<file path="src/rtl/uartb_tx_arbiter.sv">
// ----------------------------------------------------------------------------
// uartb_tx_arbiter
// Shares a single UARTB transmitter between NREQ byte-stream requesters.
// Round-robin selection, one write strobe per byte, waits for the core's
// busy flag to rise and fall before the next byte is taken. A packet (bytes
// up to req_last) holds the grant. A watchdog flags a core that never
// acknowledges a write with tx_busy.
//
// Ports
//   clk          system clock
//   reset        asynchronous, active-high reset
//   req_valid    per-channel byte pending
//   req_data     per-channel byte, channel i at [8i+7:8i]
//   req_last     per-channel end-of-packet marker
//   req_ready    one-hot accept pulse (IDLE only, combinational)
//   grant        one-hot current owner, 0 when unowned
//   tx_data      byte to UART core, held from tx_wr until next accept
//   tx_wr        one-cycle write strobe to UART core
//   tx_busy      UART core serialising a character
//   active       high whenever the sequencer is not IDLE
//   err_timeout  sticky: tx_busy did not rise within BUSY_TO cycles
//   err_clr      clears err_timeout (a coincident timeout wins)
//
// state     | meaning
// ----------+---------------------------------------------------------------
// IDLE      | pick a candidate; accept when the core is not busy
// STROBE    | drive tx_wr for one cycle, arm the ack watchdog
// WAIT_ACK  | wait for tx_busy to rise; watchdog expiry returns to IDLE
// WAIT_DONE | wait for tx_busy to fall; release grant unless packet-locked
// ----------------------------------------------------------------------------
module uartb_tx_arbiter #(
   parameter int NREQ    = 4,
   parameter int BUSY_TO = 16
) (
   input  logic              clk,
   input  logic              reset,
   input  logic [NREQ-1:0]   req_valid,
   input  logic [8*NREQ-1:0] req_data,
   input  logic [NREQ-1:0]   req_last,
   output logic [NREQ-1:0]   req_ready,
   output logic [NREQ-1:0]   grant,
   output logic [7:0]        tx_data,
   output logic              tx_wr,
   input  logic              tx_busy,
   output logic              active,
   output logic              err_timeout,
   input  logic              err_clr
);

   localparam int IW = (NREQ > 1) ? $clog2(NREQ) : 1;

   typedef enum logic [1:0] {
      IDLE      = 2'd0,
      STROBE    = 2'd1,
      WAIT_ACK  = 2'd2,
      WAIT_DONE = 2'd3
   } state_t;

   state_t          state;
   state_t          state_nxt;

   logic [IW-1:0]   ptr;
   logic            lock;
   logic [7:0]      cnt;

   logic            cand_found;
   logic [IW-1:0]   cand_idx;
   logic [7:0]      cand_data;
   logic            cand_last;
   logic [NREQ-1:0] cand_onehot;
   logic            accept;
   logic            ack_expired;

   // Candidate search. The pointer holds the last owner, so while locked it
   // doubles as the owner index. Unlocked, scan from ptr+NREQ down to ptr+1
   // so the nearest valid channel after the pointer is the last one written.
   always_comb begin
      int j;
      j          = 0;
      cand_found = 1'b0;
      cand_idx   = '0;
      if (lock) begin
         cand_found = req_valid[ptr];
         cand_idx   = ptr;
      end else begin
         for (int k = NREQ; k >= 1; k--) begin
            j = int'(ptr) + k;
            if (j >= NREQ) begin
               j = j - NREQ;
            end
            if (req_valid[IW'(j)]) begin
               cand_found = 1'b1;
               cand_idx   = IW'(j);
            end
         end
      end
   end

   always_comb begin
      cand_data = '0;
      cand_last = 1'b0;
      for (int i = 0; i < NREQ; i++) begin
         if (cand_idx == IW'(i)) begin
            cand_data = req_data[8*i +: 8];
            cand_last = req_last[i];
         end
      end
   end

   assign cand_onehot = NREQ'(1) << cand_idx;
   assign accept      = (state == IDLE) && cand_found && !tx_busy;

   // Watchdog is a down-counter armed in STROBE; reaching zero in WAIT_ACK
   // without busy lands err_timeout exactly BUSY_TO cycles after the strobe.
   assign ack_expired = (state == WAIT_ACK) && !tx_busy && (cnt == 8'd0);

   // State register
   always_ff @(posedge clk or posedge reset) begin
      if (reset) begin
         state <= IDLE;
      end else begin
         state <= state_nxt;
      end
   end

   // Next-state logic
   always_comb begin
      state_nxt = state;
      case (state)
         IDLE: begin
            if (accept) begin
               state_nxt = STROBE;
            end
         end
         STROBE: begin
            state_nxt = WAIT_ACK;
         end
         WAIT_ACK: begin
            if (tx_busy) begin
               state_nxt = WAIT_DONE;
            end else if (cnt == 8'd0) begin
               state_nxt = IDLE;
            end
         end
         WAIT_DONE: begin
            if (!tx_busy) begin
               state_nxt = IDLE;
            end
         end
         default: begin
            state_nxt = IDLE;
         end
      endcase
   end

   // Outputs decoded from state
   always_comb begin
      req_ready = '0;
      tx_wr     = 1'b0;
      active    = 1'b0;
      if (accept) begin
         req_ready = cand_onehot;
      end
      if (state == STROBE) begin
         tx_wr = 1'b1;
      end
      if (state != IDLE) begin
         active = 1'b1;
      end
   end

   // Datapath registers
   always_ff @(posedge clk or posedge reset) begin
      if (reset) begin
         tx_data     <= '0;
         grant       <= '0;
         ptr         <= IW'(NREQ-1);
         lock        <= 1'b0;
         cnt         <= '0;
         err_timeout <= 1'b0;
      end else begin
         if (err_clr) begin
            err_timeout <= 1'b0;
         end
         case (state)
            IDLE: begin
               if (accept) begin
                  tx_data <= cand_data;
                  grant   <= cand_onehot;
                  ptr     <= cand_idx;
                  lock    <= ~cand_last;
               end
            end
            STROBE: begin
               cnt <= 8'(BUSY_TO - 2);
            end
            WAIT_ACK: begin
               if (ack_expired) begin
                  err_timeout <= 1'b1;
                  lock        <= 1'b0;
                  grant       <= '0;
               end else if (!tx_busy) begin
                  cnt <= cnt - 8'd1;
               end
            end
            WAIT_DONE: begin
               if (!tx_busy && !lock) begin
                  grant <= '0;
               end
            end
            default: begin
            end
         endcase
      end
   end

endmodule

</file>
<file path="config.mk">
export PLATFORM = sky130hd
export DESIGN_NAME = uartb_tx_arbiter
export DESIGN_NICKNAME = d
export VERILOG_FILES = /design/src/rtl/uartb_tx_arbiter.sv
export SDC_FILE = /design/constraint.sdc
export NUM_CORES = 1
export LEC_CHECK = 0
export CAP_MARGIN = 20
export CORE_UTILIZATION = 47
export CTS_CLUSTER_SIZE = 12
export DETAILED_ROUTE_END_ITERATION = 12
export PLACE_DENSITY = 0.83
export SLEW_MARGIN = 20
export SYNTH_ARGS = -nofsm -noshare
export SYNTH_HDL_FRONTEND = slang
export SYNTH_SLANG_ARGS = --single-unit
</file>
<file path="constraint.sdc">
create_clock -name clk -period 2.7 [get_ports clk]
set_input_delay 0.54 -clock clk [delete_from_list [all_inputs] [get_ports clk]]
set_output_delay 0.54 -clock clk [all_outputs]
set_load 0.05 [all_outputs]
</file>
; After elaboration in Yosys (flattened, before gate mapping)
; Index checks and enable logic that the tools add are counted.
[classes]
n_mux = 61
shifts = 1
eq_ne = 13
n_bitwise = 1
order_cmp = 9
n_addsub = 9
n_reduce_logical = 19
[op_table]
columns = cell, count
row1 = $mux 8, 6
row2 = $mux 2, 17
row3 = $mux 1, 25
row4 = $lt 2x4->1 const B, 4
row5 = $mux 4, 4
row6 = $pmux 8 s2, 1
row7 = $ne 2x2->1 const B, 6
row8 = $pmux 4 s3, 1
row9 = $bmux 1 s2, 5
row10 = $ge 3x3->1 const B, 3
row11 = $reduce_and 3->1, 3
row12 = $eq 2x2->1 const B, 4
row13 = $logic_not 8->1, 1
row14 = $pmux 2 s4, 1
row15 = $sub 2x1->2 const B, 4
row16 = $sub 8x1->8 const B, 1
row17 = $add 2x2->3 const B, 2
row18 = $reduce_bool 2->1, 3
row19 = $logic_and 1x1->1, 5
row20 = $add 2x3->4 const B, 1
row21 = $eq 2x1->1 const B, 2
row22 = $ge 4x3->1 const B, 1
row23 = $logic_not 2->1, 2
row24 = $reduce_and 4->1, 1
row25 = 9 further kinds, 10
[totals]
elab_cells = 120
ff_bits = 26
in_bits = 44

; Depth between registers and ports, before layout
[depth]
ltp_word = 20
ltp_mapped = 8
mapped_depth_nobuf = 8

; Worst setup path before layout
; OpenSTA, ideal clock, no wires.
[synth_timing]
path_kind = input -> output
startpoint = input req_valid[1]
endpoint = output req_ready[0]
stages = 7
setup_slack_ns = -0.091
arrival_ns = 2.251
path_buffers = 2
path_cell_list = buf_2 nor2_1 a221oi_1 o21bai_1 nand2b_1 buf_2 nor2_1
[synth_between]
elab_chain_cells = 11
elab_cells_between_ends = 28
cone_classes = 1 x shift / 25 x mux / 2 x reduce/logical
[synth_rtl]
columns = item, line
row1 = "start, declared", 37  ; input logic [NREQ-1:0] req_valid,
row2 = $bmux 1 s2, 91  ; if (req_valid[IW'(j)]) begin
row3 = $mux 1 (not written as such) (2 in series), 91
row4 = $mux 1 (4 in series), 91
row5 = $mux 1, 82  ; if (lock) begin
row6 = $logic_and 1x1->1 (2 in series), 111  ; assign accept = (state == IDLE) && cand_found && !tx_busy;
row7 = $mux 4 *, 161  ; if (accept) begin
row8 = "end, declared", 40  ; output logic [NREQ-1:0] req_ready,
; Every way passes the cells marked *; elsewhere a longest branch is shown, timed or not. The select of a mux whose other input is x is not followed.

; Worst setup path after layout
[layout_timing]
startpoint = input req_valid[2]
endpoint = output req_ready[1]
; Same word-level chain as after synthesis.

==> results.py <==
metrics = {
    "global_routing": {
        "grt_pass1_vias": 2020,
        "grtUsageMet1": 0.3710,
        "grt.met2_usage": 0.4268,
        "met3_usage": 0.03425,
        "grtUsageTotal": 0.2676,
        "grt_start_max_net_pins": 17,
        "antenna_found_initial": 0,
        "grt_pass1_wl_um": 9121,
        "grt_most_used_layer": "met2",
        "gr-total-overflow": 0,
    },
    "critical_path": {
        "start_kind": "input pin",
        "r2r_end": "tx_data[3]$_DFFE_PP0P_",
        "crit_path_end_kind": "output pin",
        "worstSetupStartpoint": "req_valid[2]",
        "reg2reg_depth": 9,
        "crit_type": "input pin to output pin",
        "critical_path_required_ns": 2.16,
        "cp-endpoint": "req_ready[1]",
        "regToRegSetupSlack_ns": 0.42,
        "crit_fanout": 9,
        "reg2reg_from": "ptr[0]$_DFFE_PP1P_",
        "arrival_ns": 2.08,
    },
    "floorplanning": {
        "initial_utilization": 0.4926,
        "die_h_um": 66.75,
        "die_x_um": 66.75,
        "row_count": 23,
        "die-area_sq_mm": 0.004456,
        "io_pins": 63,
        "core_sq_mm": 0.004000,
    },
    "clock_tree": {
        "clk_pin_slew_worst_paths_ns": 0.09,
        "cts.root.buffer_cell": "clkbuf_8",
        "cts_max_path_buffers": 2,
        "clk_latency_ns": 0.27,
        "cts.sinks": 26,
        "cts.htree.levels": 1,
        "cts_inserted_buffers": 3,
        "cts_tree": "yes",
    },
    "drt": {
        "wirelength_um": 5656,
        "drt_iter0_markers": 150,
        "dr.pass1.iters": 4,
        "num_vias": 2105,
        "wl_per_cell_um": 15.67,
        "drc": 0,
        "antenna_left": 0,
        "via_per_inst": 5.831,
    },
    "logic_synthesis": {
        "synth_area_leaders": "dfrtp_1 30%, nor2_1 5.1%, o221ai_1 4.4%",
        "ys.flop_type": "dfrtp_1",
        "synth.distinct_cells": 57,
        "ys_seq_elements": 26,
        "postSynth.asyncResetShare": 1.000,
        "ys_seq_area_frac": 0.3314,
        "synth-edff-count": 0,
        "yosys_warnings": 0,
        "synthCells": 217,
        "syn_area_per_cell_sq_um": 9.081,
        "syn-cell-area_sq_mm": 0.001971,
        "yosysTopAreaCell": "dfrtp_1",
        "synth_top_area_frac": 0.3048,
        "syn-num-nets": 262,
    },
    "placed_design": {
        "place_ws_ns": -0.2785,
        "gp_congestion": 0.8823,
        "port_buffers": 62,
        "dp_hpwl_um": 4226,
    },
    "power": {
        "power_density_mw_per_mm2": 1122,
        "cellLeakagePower_nw": 1.317,
        "ir_drop_mv": 0.8183,
    },
    "cells_and_area": {
        "nNetsFinal": 357,
        "layout_common_cells": "54 x clkdlybuf4s50_1, 39 x buf_4, 24 x dfrtp_1",
        "multiInputGateArea_sq_mm": 0.001244,
        "fillerInstances": 277,
        "insertedDiodeCount": 0,
        "drive_gt1_frac": 0.2701,
        "final_common_cell": "clkdlybuf4s50_1",
        "final-seq-area_sq_um": 653.1,
        "area_growth_pct": 54.29,
        "postLayoutCoreUtil": 0.7601,
    },
    "flow_run": {
        "cap_violations": 0,
    },
    "outcome": {
        "outcome": "finished clean",
    },
    "sta": {
        "min_period_over_period": 0.9717,
        "hold_viol": 0,
        "skew_ns": 0.003091,
        "slew_headroom": 0.6123,
        "max_freq_mhz": 381.2,
        "period_needed_ns": 2.624,
        "maxSlewViolCount": 0,
        "worst_pin_slew_ns": 0.5810,
        "fin_hold_ws_ns": 0.4888,
        "fin_ws_ns": 0.07646,
        "rsz0062_at_grt": "true",
        "setup_viol": 0,
    },
    "hold_path": {
        "min_path_type": "register to register",
    },
}
-- cell families (layout without fill, tap and decap cells) --
group                    Yosys count  after routing  synth area share
multiplexers                      13             13           0.07810
buffers and inverters             26            120           0.06603
AND/OR/NAND/NOR                   68             68            0.1708
adder cells (fa/ha/maj)            1              1          0.006348
AO/OA/AOI/OAI                     78             78            0.3251
XOR/XNOR                           5              5           0.02223
flip-flops                        26             26            0.3314
-- cells in the mapped netlist, drive strengths merged, types with 3 or more instances --
library cell	instances
nor2	27
dfrtp	24
nand2	16
inv	14
o22ai	14
o221ai	10
buf	9
a21o	8
o21a	8
o21ai	8
mux2	6
mux2i	6
nand2b	6
a21oi	5
a21boi	4
a31oi	3
clkbuf	3
o211ai	3
o221a	3
or4	3
xor2	3
-- metal layers --
metal,vias up,wire length (um)
met4,0,71
met2,73,2714
met1,1016,2541
met5,-,0
met3,8,329
li1,1008,-
-- through the flow --
step                setup TNS (ns)  std cells  power (W)  area (sq um)
global placement            -1.209        352   0.002887          2884
detailed placement          -1.976        352   0.002927          2884
global route               -0.1352        361   0.003627          3040
CTS                              0        356   0.003280          2963
finish                           0        361   0.003412          3040
floorplan                  -0.1828        217   0.002166          1976
-- what timing repair did --
action                                  in CTS  in global routing
endpoints found under the setup margin       4                  4
hold buffers                                 0                  0
pin swaps                                    0                  1
resized for setup                            8                 15
buffers inserted                             0                  5
-- where the power goes --
| group | internal, W | switching, W |
|---|---|---|
| clock network | 0.000198 | 0.000127 |
| registers | 0.000547 | 0.000185 |
| logic | 0.00107 | 0.00129 |
| total | 0.00181 | 0.00160 |
-- worst min path at each step --
| stage | startpoint | endpoint | slack, ns | cells past startpoint |
|---|---|---|---|---|
| 2_1_floorplan | cnt[1]$_DFFE_PP0P_ | cnt[1]$_DFFE_PP0P_ | 0.49 | 2 |
| 5_1_grt | grant[1]$_DFFE_PP0P_ | grant[1]$_DFFE_PP0P_ | 0.50 | 1 |
| 3_3_place_gp | grant[1]$_DFFE_PP0P_ | grant[1]$_DFFE_PP0P_ | 0.47 | 1 |
| 4_1_cts | grant[1]$_DFFE_PP0P_ | grant[1]$_DFFE_PP0P_ | 0.49 | 1 |
| 3_5_place_dp | grant[1]$_DFFE_PP0P_ | grant[1]$_DFFE_PP0P_ | 0.46 | 1 |
| 6_report | grant[2]$_DFFE_PP0P_ | grant[2]$_DFFE_PP0P_ | 0.49 | 1 |
-- flip-flops by register name (all words and copies together) (netlist names) --
name	count
ptr	2
tx_data	8
grant	4
err_timeout	1
cnt	8
state	2
lock	1
-- critical path: stages --
cell,delay (ns)
dlygate4sd2_1,0.32
or4_1,0.48
o211ai_1,0.21
o21ai_2,0.14
nand2b_2,0.16
nor2_4,0.07
buf_12,0.15
-- cell type report --
type	instances	share of cell area
Tap cell	50	0.02058
Multi-Input combinational cell	165	0.4091
Timing Repair Buffer	102	0.3148
Clock buffer	3	0.01358
Clock inverter	1	0.009877
Sequential cell	26	0.2148
Inverter	14	0.01728
No activity file was read; power rests on OpenSTA's default activity.
